===== src/rtl/sync_fifo_pkg.sv =====
// Shared types and elaboration limits for the single-clock FIFO family.
// The sticky error-flag variant of sync_fifo_ctl is selected with SYNC_FIFO_STICKY_ERR_EN.
package sync_fifo_pkg;

  localparam int unsigned MIN_LOG_DEPTH = 1;
  localparam int unsigned MAX_LOG_DEPTH = 16;

  typedef struct packed {
    logic full;
    logic empty;
    logic almost_full;
    logic almost_empty;
    logic overflow;
    logic underflow;
  } fifo_status_t;

  // Level counter needs one extra bit to represent a completely full FIFO.
  function automatic int unsigned level_width(input int unsigned log_depth);
    return log_depth + 1;
  endfunction

endpackage


===== src/rtl/sync_fifo_mem.sv =====
// Storage array for sync_fifo_ctl: one synchronous write port, one asynchronous read port.
// Contents are never reset.
module sync_fifo_mem
  import sync_fifo_pkg::*;
#(
  parameter int unsigned DATA_WIDTH = 32,
  parameter int unsigned LOG_DEPTH  = 4
) (
  input  logic                  clk,
  input  logic                  i_we,
  input  logic [LOG_DEPTH-1:0]  i_waddr,
  input  logic [DATA_WIDTH-1:0] i_wdata,
  input  logic [LOG_DEPTH-1:0]  i_raddr,
  output logic [DATA_WIDTH-1:0] o_rdata
);

  localparam int unsigned DEPTH = 1 << LOG_DEPTH;

  logic [DATA_WIDTH-1:0] r_mem [DEPTH];

  always_ff @(posedge clk) begin
    if (i_we) begin
      r_mem[i_waddr] <= i_wdata;
    end
  end

  assign o_rdata = r_mem[i_raddr];

endmodule


===== src/rtl/sync_fifo_ctl.sv =====
// Single-clock show-ahead FIFO with protected accesses, flush, level and programmable thresholds.
// Define SYNC_FIFO_STICKY_ERR_EN for sticky overflow/underflow flags cleared by err_clr.
module sync_fifo_ctl
  import sync_fifo_pkg::*;
#(
  parameter int unsigned DATA_WIDTH = 32,
  parameter int unsigned LOG_DEPTH  = 4,
  parameter int unsigned AF_LEVEL   = (1 << LOG_DEPTH) - 2,
  parameter int unsigned AE_LEVEL   = 2
) (
  input  logic                  clk,
  input  logic                  rstn,
  input  logic                  flush,
  input  logic                  wrreq,
  input  logic [DATA_WIDTH-1:0] data,
  input  logic                  rdreq,
  output logic [DATA_WIDTH-1:0] q,
  output logic                  full,
  output logic                  empty,
  output logic                  almost_full,
  output logic                  almost_empty,
  output logic [LOG_DEPTH:0]    level,
  output logic                  overflow,
  output logic                  underflow,
  input  logic                  err_clr
);

  localparam int unsigned FIFO_DEPTH = 1 << LOG_DEPTH;
  localparam int unsigned LW         = level_width(LOG_DEPTH);

  localparam fifo_status_t RST_STATUS = '{
    full:         1'b0,
    empty:        1'b1,
    almost_full:  (AF_LEVEL == 0),
    almost_empty: 1'b1,
    overflow:     1'b0,
    underflow:    1'b0
  };

  if (LOG_DEPTH < MIN_LOG_DEPTH || LOG_DEPTH > MAX_LOG_DEPTH) begin : g_bad_log_depth
    $error("sync_fifo_ctl: LOG_DEPTH out of range");
  end
  if (AF_LEVEL < 1 || AF_LEVEL > FIFO_DEPTH) begin : g_bad_af_level
    $error("sync_fifo_ctl: AF_LEVEL must be in 1..FIFO_DEPTH");
  end
  if (AE_LEVEL > FIFO_DEPTH - 1) begin : g_bad_ae_level
    $error("sync_fifo_ctl: AE_LEVEL must be in 0..FIFO_DEPTH-1");
  end

  logic [LOG_DEPTH-1:0] r_wr_ptr;
  logic [LOG_DEPTH-1:0] r_rd_ptr;
  logic [LW-1:0]        r_level;
  fifo_status_t         r_status;

  logic                 w_rd_acc;
  logic                 w_wr_acc;
  logic                 w_ovf_evt;
  logic                 w_unf_evt;
  logic                 w_mem_we;
  logic [LW-1:0]        w_level_nxt;
  fifo_status_t         w_status_nxt;

  // Full is still writable when a pop frees a slot in the same cycle.
  assign w_rd_acc  = rdreq & ~r_status.empty;
  assign w_wr_acc  = wrreq & (~r_status.full | w_rd_acc);
  assign w_ovf_evt = wrreq & ~w_wr_acc & ~flush;
  assign w_unf_evt = rdreq & ~w_rd_acc & ~flush;
  assign w_mem_we  = w_wr_acc & ~flush & rstn;

  always_comb begin
    w_level_nxt = r_level;
    if (flush) begin
      w_level_nxt = '0;
    end else begin
      case ({w_wr_acc, w_rd_acc})
        2'b10:   w_level_nxt = r_level + LW'(1);
        2'b01:   w_level_nxt = r_level - LW'(1);
        default: w_level_nxt = r_level;
      endcase
    end
  end

  // Flags are precomputed from the next level so they register alongside it.
  always_comb begin
    w_status_nxt              = RST_STATUS;
    w_status_nxt.full         = (w_level_nxt == LW'(FIFO_DEPTH));
    w_status_nxt.empty        = (w_level_nxt == '0);
    w_status_nxt.almost_full  = (w_level_nxt >= LW'(AF_LEVEL));
    w_status_nxt.almost_empty = (w_level_nxt <= LW'(AE_LEVEL));
`ifdef SYNC_FIFO_STICKY_ERR_EN
    w_status_nxt.overflow     = w_ovf_evt | (r_status.overflow  & ~err_clr);
    w_status_nxt.underflow    = w_unf_evt | (r_status.underflow & ~err_clr);
`else
    w_status_nxt.overflow     = w_ovf_evt;
    w_status_nxt.underflow    = w_unf_evt;
`endif
  end

`ifndef SYNC_FIFO_STICKY_ERR_EN
  logic w_unused_err_clr;
  assign w_unused_err_clr = err_clr;
`endif

  always_ff @(posedge clk) begin
    if (!rstn) begin
      r_wr_ptr <= '0;
      r_rd_ptr <= '0;
      r_level  <= '0;
      r_status <= RST_STATUS;
    end else begin
      r_level  <= w_level_nxt;
      r_status <= w_status_nxt;
      if (flush) begin
        r_wr_ptr <= '0;
        r_rd_ptr <= '0;
      end else begin
        if (w_wr_acc) r_wr_ptr <= r_wr_ptr + LOG_DEPTH'(1);
        if (w_rd_acc) r_rd_ptr <= r_rd_ptr + LOG_DEPTH'(1);
      end
    end
  end

  sync_fifo_mem #(
    .DATA_WIDTH (DATA_WIDTH),
    .LOG_DEPTH  (LOG_DEPTH)
  ) u_mem (
    .clk     (clk),
    .i_we    (w_mem_we),
    .i_waddr (r_wr_ptr),
    .i_wdata (data),
    .i_raddr (r_rd_ptr),
    .o_rdata (q)
  );

  assign full         = r_status.full;
  assign empty        = r_status.empty;
  assign almost_full  = r_status.almost_full;
  assign almost_empty = r_status.almost_empty;
  assign overflow     = r_status.overflow;
  assign underflow    = r_status.underflow;
  assign level        = r_level;

endmodule

===== config.mk =====
export PLATFORM = sky130hd
export DESIGN_NAME = sync_fifo_ctl
export DESIGN_NICKNAME = d
export VERILOG_FILES = /design/src/rtl/sync_fifo_pkg.sv /design/src/rtl/sync_fifo_mem.sv /design/src/rtl/sync_fifo_ctl.sv
export SDC_FILE = /design/constraint.sdc
export NUM_CORES = 1
export LEC_CHECK = 0
export CORE_ASPECT_RATIO = 2
export CORE_MARGIN = 1
export CORE_UTILIZATION = 46
export CTS_CLUSTER_DIAMETER = 30
export DETAILED_ROUTE_END_ITERATION = 8
export PLACE_DENSITY = 0.6
export SYNTH_ARGS = -nofsm -noshare
export SYNTH_HDL_FRONTEND = slang
export SYNTH_HIERARCHICAL = 1
export SYNTH_SLANG_ARGS = --single-unit

===== constraint.sdc =====
create_clock -name clk -period 8.2 [get_ports clk]
set_input_delay 2.46 -clock clk [delete_from_list [all_inputs] [get_ports clk]]
set_output_delay 2.46 -clock clk [all_outputs]
set_load 0.005 [all_outputs]

Yosys cells after proc, flatten, opt, wreduce, memory -nomap -nowiden
Memory sizes are Yosys's and may differ from the RTL's. A register that Yosys moved wholly into a read port is not among the register bits.
Cells that the tools add are included.
{"block": "totals", "ramBits": 512, "mem_count": 1, "register_bits": 19, "wordCells": 42, "out_inout_bits": 43, "in_bits": 38}
{"block": "classes", "reduce_logical": 2, "eq_ne": 3, "n_bitwise": 15, "n_mux": 6, "n_addsub": 4, "n_lt_le_gt_ge": 2}
{"name": "u_mem.r_mem", "words": 16, "width": 32, "read_ports": 1, "rd_clocked_by_memory_dff": 1, "write_ports": 1, "line_no": "sync_fifo_mem.sv:19", "text": "logic [DATA_WIDTH-1:0] r_mem [DEPTH];"}
{"operator": "5-bit one-hot mux with 2 select lines", "n": 1}
{"operator": "4-bit by 1-bit adder with 4-bit output, second input constant", "n": 2}
{"operator": "1-bit bitwise AND", "n": 8}
{"operator": "4-bit two-way mux", "n": 2}
{"operator": "1-bit NOT", "n": 6}
{"operator": "5-bit by 1-bit adder with 5-bit output, second input constant", "n": 1}
{"operator": "5-bit == test, second input constant", "n": 1}
{"operator": "5-bit by 4-bit greater-or-equal comparator with 1-bit output, second input constant", "n": 1}
{"operator": "5-bit by 2-bit <= comparator with 1-bit output, second input constant", "n": 1}
{"operator": "5-bit logical NOT", "n": 1}
{"operator": "5-bit two-way mux", "n": 1}
{"operator": "5-bit by 1-bit subtractor with 5-bit output, second input constant", "n": 1}
{"operator": "2-bit by 1-bit == test with 1-bit output, second input constant", "n": 1}
{"operator": "2-bit == test, second input constant", "n": 1}
{"operator": "1-bit two-way mux", "n": 2}
{"operator": "2-bit OR reduction", "n": 1}
{"operator": "1-bit OR", "n": 1}

Logic depth before layout (Yosys ltp)
Gate-level depths: netlist of run 1.
{"block": "depth", "word_depth": 8, "mapped_depth": 12, "ltp_nobuf": 11}

Hierarchy
Netlist of run 1, hierarchy kept.
{"mod": "sync_fifo_mem", "instances": 1, "seq_area_each_um2": 15374.7, "area_per_inst_um2": 19213.4, "cells_per_inst": 806}
{"mod": "sync_fifo_ctl", "instances": 1, "seq_area_each_um2": 380.4, "area_per_inst_um2": 958.4, "cells_per_inst": 106}

Least setup slack after synthesis of run 1
Ideal clock, no wire load.
{"block": "synth_path", "kind": "input to register", "start": "in rdreq", "end": "mem u_mem.r_mem[0][0] (enable)", "path_slack_ns": 1.837, "n_path_buf": 0, "arrival_time_ns": 5.902, "setup_ns": 0.461, "required_time_ns": 7.739, "stages": 6, "cell_sequence": "nand2b_1 a21oi_1 inv_1 nor2_1 or3b_2 nor3_1"}
{"block": "synth_between", "elab_chain_len": 7}
{"item": "start, declared", "line_no": "sync_fifo_ctl.sv:16", "text": "input logic rdreq,"}
{"item": "1-bit bitwise AND", "line_no": "sync_fifo_ctl.sv:64", "text": "assign w_rd_acc = rdreq & ~r_status.empty;"}
{"item": "1-bit OR", "line_no": "sync_fifo_ctl.sv:65", "text": "assign w_wr_acc = wrreq & (~r_status.full | w_rd_acc);"}
{"item": "1-bit bitwise AND", "line_no": "sync_fifo_ctl.sv:65"}
{"item": "1-bit bitwise AND (2 in a row)", "line_no": "sync_fifo_ctl.sv:68", "text": "assign w_mem_we = w_wr_acc & ~flush & rstn;"}
{"item": "named net w_mem_we", "line_no": "sync_fifo_ctl.sv:59", "text": "logic w_mem_we;"}
{"item": "1-bit two-way mux", "line_no": "sync_fifo_mem.sv:22", "text": "if (i_we) begin"}
{"item": "1-bit two-way mux (not written as such)", "line_no": "sync_fifo_mem.sv:23", "text": "r_mem[i_waddr] <= i_wdata;"}
{"item": "end, declared", "line_no": "sync_fifo_mem.sv:19"}
The timed path passes the listed nets, and every way through them passes these cells.

==> results of run 1 <==
## worst min path at each step
| stage | startpoint | to | cells past startpoint |
|---|---|---|---|
| after global routing | full | overflow | 2 |
| after floorplan | full | overflow | 2 |
| after detailed placement | full | overflow | 2 |
| after CTS | full | overflow | 2 |
| final | full | overflow | 2 |
| after global placement | full | overflow | 2 |
## flip-flops by register name, summed over array words and instances (netlist names)
signal	cells
underflow	1
full	1
almost_empty	1
empty	1
overflow	1
r_wr_ptr	4
almost_full	1
r_rd_ptr	4
level	5
u_mem/r_mem	512
## area by class of cell
cell class / count / area share
tap: 550 / 0.0294
sequential: 531 / 0.673
clock inverter: 34 / 0.0155
clock buffer: 55 / 0.0569
timing repair buffer: 105 / 0.0426
inverter: 4 / 0.000641
multi-input combinational: 328 / 0.182
## worst max-delay path, delay by kind of cell (launching register included)
family / cells / cell delay (ps)
AOI/OAI and AO/OA: 1 / 240
muxes: 1 / 570
and+or+nand+nor: 1 / 170
buffers and inverters: 2 / 1050
DFF: 1 / 900
## kinds of logic (layout without fill, tap and decap cells)
kind of cell    after synthesis  after routing  share of synthesized area
flops                       531            531                      0.781
mux                         130            130                      0.144
simple gates                104            104                     0.0241
compound gates               78             78                     0.0291
buf+inv                      53            198                     0.0140
xor+xnor                     11             11                    0.00478
fa+ha+maj                     5              5                    0.00310
## synth_stat cells (all sizes together) (2+ instances only)
library cell  count
clkbuf           20
nand2            43
a22oi            64
nor3              7
inv               4
nor3b             2
a21oi             6
dfxtp            19
ha                5
xor2              8
mux4            128
nor2             29
o21ai             2
and3              2
nor2b             4
nand4             3
mux2i             2
buf              29
nand2b            4
nor4              2
nand3b            2
edfxtp          512
xnor2             3
## stage by stage
step                area [um2]  std cells  utilization  total power [W]  hold slack [ps]
global route             23400       1607        0.540          0.00563              509
finish                   23400       1607        0.540          0.00548              463
detailed placement       21700       1518        0.501          0.00317              455
CTS                      23400       1607        0.540          0.00553              465
floorplan                20200        912            -          0.00310              450
global placement         21700       1518        0.501          0.00317              446
## power by group
part           leakage (nW)  internal (W)  switching (W)
clock                 0.827       0.00135        0.00102
sequential             4.76       0.00298     0.00000699
combinational          1.61     0.0000569      0.0000672
## metal layers
metal,routed length (um),share of wire,global-route usage
met5,12,0.00028,0
met3,2270,0.053,0.0268
met2,23300,0.54,0.361
met4,1290,0.030,0.0746
met1,15900,0.37,0.242
==> reports/summary.md, run 1 <==
- **status** finished, final reports clean
- **smallest setup slack after layout** 2170 ps
- **routed vias/inst** 5.82
- **sequential area share after synthesis** 0.781
- **routed via count** 9345
- **number of buffers added on ports** 79
- **Hold Violations, Final** 0
- **Clock Tree Buf Depth** 3
- **Routability Congestion** 0.692
- **Power Dens Cells** 234 nW/um2
- **CTS Sinks** 531
- **crit path max-delay cell type** dfxtp_4
- **number of setup violations in the final report** 0
- **largest net degree at the start of global routing** 58
- **Max stage delay on crit path** 900 ps
- **relative slew slack** 0.262
- **number of distinct library cells after synthesis** 42
- **deepest level of the CTS H-tree** 2
- **number of violations of the max-capacitance limit** 0
- **post-CTS setup buffer count** 0
- **ratio of cells with drive above 1 in the final layout** 0.250
- **launching element of the worst setup path** r_rd_ptr[0]
- **worst-case register-to-register setup slack** 4840 ps
- **Fmax** 166 MHz
- **final antenna diode count** 0
- **maximum vdd ir drop** 0.155 mV
- **clk_lat worst skew** 580 ps
- **wire length of the first global-routing pass** 63400 um
- **number of global-route vias before repair** 10200
- **area growth from synthesis to layout** 16.1%
- **endpoint of the worst-slack reg-to-reg timing path** u_mem/r_mem[9][17]
- **worst hold path class** reg2reg
- **drt initial violations** 646
- **Initial Util** 0.465
- **final global-route overflow total** 0
- **worst reg2reg path depth** 7
- **Final Skew** 11.4 ps
- **leading post-synthesis cells by cell area** edfxtp_1, mux4_2, a22oi_1
- **number of antenna violations at the first check in global routing** 1
- **Setup WS pre-CTS** 2270 ps
- **slew of the pin with the lowest slew margin** 1110 ps
- **Post-Synthesis Cells** 912
- **required time reported for the critical path endpoint** 5740 ps
- **final layout net count** 1065
- **Rows** 108
- **number of hold buffers added after CTS** 0
- **area used by multi-input combinational logic** 4270 um2
- **cell chain of the critical path** buf_4, mux4_2, a22oi_1, nand2_1, clkdlybuf4s50_1
- **RSZ-0062 raised after global routing** false
- **worst setup path endpoint** q[0]
- **io pins** 81
- **number of register bits inferred by synthesis** 531
- **prevailing post-synth register cell** edfxtp_1
- **placed wire-length estimate after detailed placement** 22600 um
- **Synth Cell Area** 20200 um2
- **Fill cells** 3299
- **net count after synthesis** 955
- **largest driver fanout on the critical path** 42
- **horizontal extent of the die** 150 um
- **TritonCTS clock tree** built
- **type of the worst setup path** reg2out
- **area of the core region** 43400 um2
- **kind of capture point of the worst setup path** output port
- **data arrival at the endpoint of the critical path** 3570 ps
- **final routed DRC violation total** 0
- **Syn Area/Cell** 22.1 um2
- **Reg clk slew, reported paths** 60 ps
- **register area** 15800 um2
- **static power due to leakage** 7.20 nW
- **share of the cycle needed by the critical path after routing** 0.736
- **kind of launch point of the worst setup path** register
- **CTS Buf Count** 52
- **Post-synth EDFFs** 512
- **total track usage** 0.200
- **YS warnings** 6
- **time the final worst path needs with I/O delays and setup** 6030 ps
- **Clk Tree Root Cell** clkbuf_16
- **most used cells in the layout excluding fill and tap cells** edfxtp_1, mux4_2, clkdlybuf4s50_1
- **mean routed wirelength per cell** 26.6 um
- **total wirelength of the detailed-routed design** 42800 um
- **Crit Reg-Reg Startpoint** empty
- **number of optimization iterations in the first detailed-route pass** 4
- **overall die area** 44700 um2
- **share of the synthesized area in the top cell type** 0.762
- **Post-synth ARST share** 0
- **Die Y** 298 um
- **Max Slew Vio Count** 0
- **post-route setup TNS** 0 ps
- **leading area contributor after synthesis** edfxtp_1
- **Final ANT Viol Nets** 0
- **most common cell after layout, fill and taps aside** edfxtp_1
- **post-CTS resize count** 0
No activity file was read; power rests on OpenSTA's default activity.
==> run 2, diff against run 1 <==
--- a/config.mk
+++ b/config.mk
@@ -10,7 +10,7 @@
 export CORE_UTILIZATION = 46
 export CTS_CLUSTER_DIAMETER = 30
 export DETAILED_ROUTE_END_ITERATION = 8
-export PLACE_DENSITY = 0.6
+export PLACE_DENSITY = 0.63
 export SYNTH_ARGS = -nofsm -noshare
 export SYNTH_HDL_FRONTEND = slang
 export SYNTH_HIERARCHICAL = 1
==> constraint.sdc (replaced) <==
create_clock -name clk -period 4.95 [get_ports clk]
set_input_delay 1.485 -clock clk [delete_from_list [all_inputs] [get_ports clk]]
set_output_delay 1.485 -clock clk [all_outputs]
set_load 0.005 [all_outputs]
==> reports/summary.md, run 2 (synthesis gave the netlist of run 1 again) <==
- **number of antenna violations at the first check in global routing** 2, was 1
- **slew of the pin with the lowest slew margin** 681 ps, was 1110 ps
- **placed wire-length estimate after detailed placement** 23200 um, was 22600 um
- **number of flip-flops in the largest register** 512, unchanged
- **deepest level of the CTS H-tree** 2, unchanged
- **horizontal extent of the die** 150 um, unchanged
- **drt initial violations** 595, was 646
- **Final ANT Viol Nets** 0, unchanged
- **routed vias/inst** 5.76, was 5.82
- **Clk Tree Root Cell** clkbuf_16, unchanged
- **TritonCTS clock tree** built, unchanged
- **final antenna diode count** 0, unchanged
- **number of buffers added on ports** 79, unchanged
- **overall die area** 44700 um2, unchanged
- **CTS Sinks** 531, unchanged
- **final core utilization** 0.551, was 0.540
- **routed via count** 9401, was 9345
- **post-route setup TNS** 0 ps, unchanged
- **number of hold buffers added after CTS** 0, unchanged
- **register ranked first by flip-flop count** u_mem/r_mem, unchanged
- **Final Skew** 16.1 ps, was 11.4 ps
- **post-CTS resize count** 0, unchanged
- **kind of launch point of the worst setup path** register, unchanged
- **final routed DRC violation total** 0, unchanged
- **total track usage** 0.197, was 0.200
- **cell chain of the critical path** buf_12, mux4_2, a22oi_1, nand2_1, clkdlybuf4s50_1, was buf_4, mux4_2, a22oi_1, nand2_1, clkdlybuf4s50_1
- **Hold Violations, Final** 0, unchanged
- **ratio of cells with drive above 1 in the final layout** 0.263, was 0.250
- **area of the core region** 43400 um2, unchanged
- **Max Slew Vio Count** 0, unchanged
- **total instance count after detailed placement** 1527, was 1518
- **Routability Congestion** 0.705, was 0.692
- **number of violations of the max-capacitance limit** 0, unchanged
- **Rows** 108, unchanged
- **final layout net count** 1078, was 1065
- **most used cells in the layout excluding fill and tap cells** edfxtp_1, mux4_2, clkdlybuf4s50_1, unchanged
- **Power Dens Cells** 389 nW/um2, was 234 nW/um2
- **status** finished, final reports clean, unchanged
- **largest net degree at the start of global routing** 53, was 58
- **total wirelength of the detailed-routed design** 42100 um, was 42800 um
- **wire length of the first global-routing pass** 63100 um, was 63400 um
- **time the final worst path needs with I/O delays and setup** 4480 ps
- **number of optimization iterations in the first detailed-route pass** 5, was 4
- **Fmax** 223 MHz
- **final global-route overflow total** 0, unchanged
- **post-CTS setup buffer count** 0, unchanged
- **share of the cycle needed by the critical path after routing** 0.905
- **mean routed wirelength per cell** 25.8 um, was 26.6 um
- **RSZ-0062 raised after global routing** false, unchanged
- **Reg clk slew, reported paths** 60 ps, about the same
- **CTS Buf Count** 56, was 52
- **Initial Util** 0.465, unchanged
- **Hold Slack** 465 ps, was 463 ps
- **most common cell after layout, fill and taps aside** edfxtp_1, unchanged
- **worst hold path class** reg2reg, unchanged
- **number of setup violations in the final report** 0, unchanged
- **Clock Tree Buf Depth** 3, unchanged
- **crit path max-delay cell type** dfxtp_4, unchanged
- **required time reported for the critical path endpoint** 3460 ps, was 5740 ps
- **Die Y** 298 um, unchanged
- **Max stage delay on crit path** 570 ps, was 900 ps
- **maximum vdd ir drop** 0.251 mV, was 0.155 mV
- **kind of capture point of the worst setup path** output port, unchanged
- **io pins** 81, unchanged
- **relative slew slack** 0.545, was 0.262
- **area growth from synthesis to layout** 18.6%, was 16.1%
- **type of the worst setup path** reg2out, unchanged
- **static power due to leakage** 7.32 nW, was 7.20 nW
- **clk_lat worst skew** 580 ps, about the same
- **number of global-route vias before repair** 10200, about the same
- **data arrival at the endpoint of the critical path** 3000 ps, was 3570 ps
- **number of non-filler instances in the completed layout** 1631, was 1607
- **largest driver fanout on the critical path** 50, was 42
==> run 2: changes by cell type in the layout (fill, tap and decap cells not counted), moves of 6 or more <==
cell        before  now
buf_12           1   19
buf_4           25   16
clkinv_2         9    3
clkinvlp_4       4   10
==> run 2: final timing paths <==
path | cells past startpoint | start | end | slack (ps)
worst max-delay path | 5 | r_rd_ptr[0] | q[31] | 470
worst min-delay path | 2 | full | overflow | 460
worst max register to register | 11 | empty | almost_empty | 2150
worst min register to register | 2 | full | overflow | 460
==> run 2: through the flow <==
step | cell area [um2] | setup slack, ps | total power, W
final | 23900 | 469 | 0.00930
after global routing | 23900 | 283 | 0.00956
after CTS | 23900 | 367 | 0.00939
after detailed placement | 22000 | 620 | 0.00526
after global placement | 22000 | 647 | 0.00526
after floorplan | 20200 | 433 | 0.00513
==> run 2: metal layers <==
metal / routed length (um) / global-route usage / share of wire / vias up
met4: 1370 / 0.0724 / 0.032 / 4
met1: 15600 / 0.233 / 0.37 / 4999
met5: 32 / 0 / 0.00076 / -
met2: 23500 / 0.360 / 0.56 / 237
li1: - / - / - / 4082
met3: 1640 / 0.0240 / 0.039 / 79
==> run 2: cell type report <==
type	instances	area, um2
fillers	3197	19500
flip-flops and latches	531	15800
multi-input cells	328	4290
clock buffers	62	1450
repair buffers	114	1290
well taps	550	688
clock inverters	42	423
inverters	4	15.0
==> run 2: worst max-delay path: cells and delay by family (launching register included) <==
kind	cells	cell delay [ps]
mux	1	560
buf+inv	2	900
compound gates	1	260
flops	1	570
simple gates	1	110
==> run 2: power breakdown <==
group	switching, W	internal [W]
clock network	0.00181	0.00233
registers	0.0000103	0.00494
logic	0.000119	0.0000977
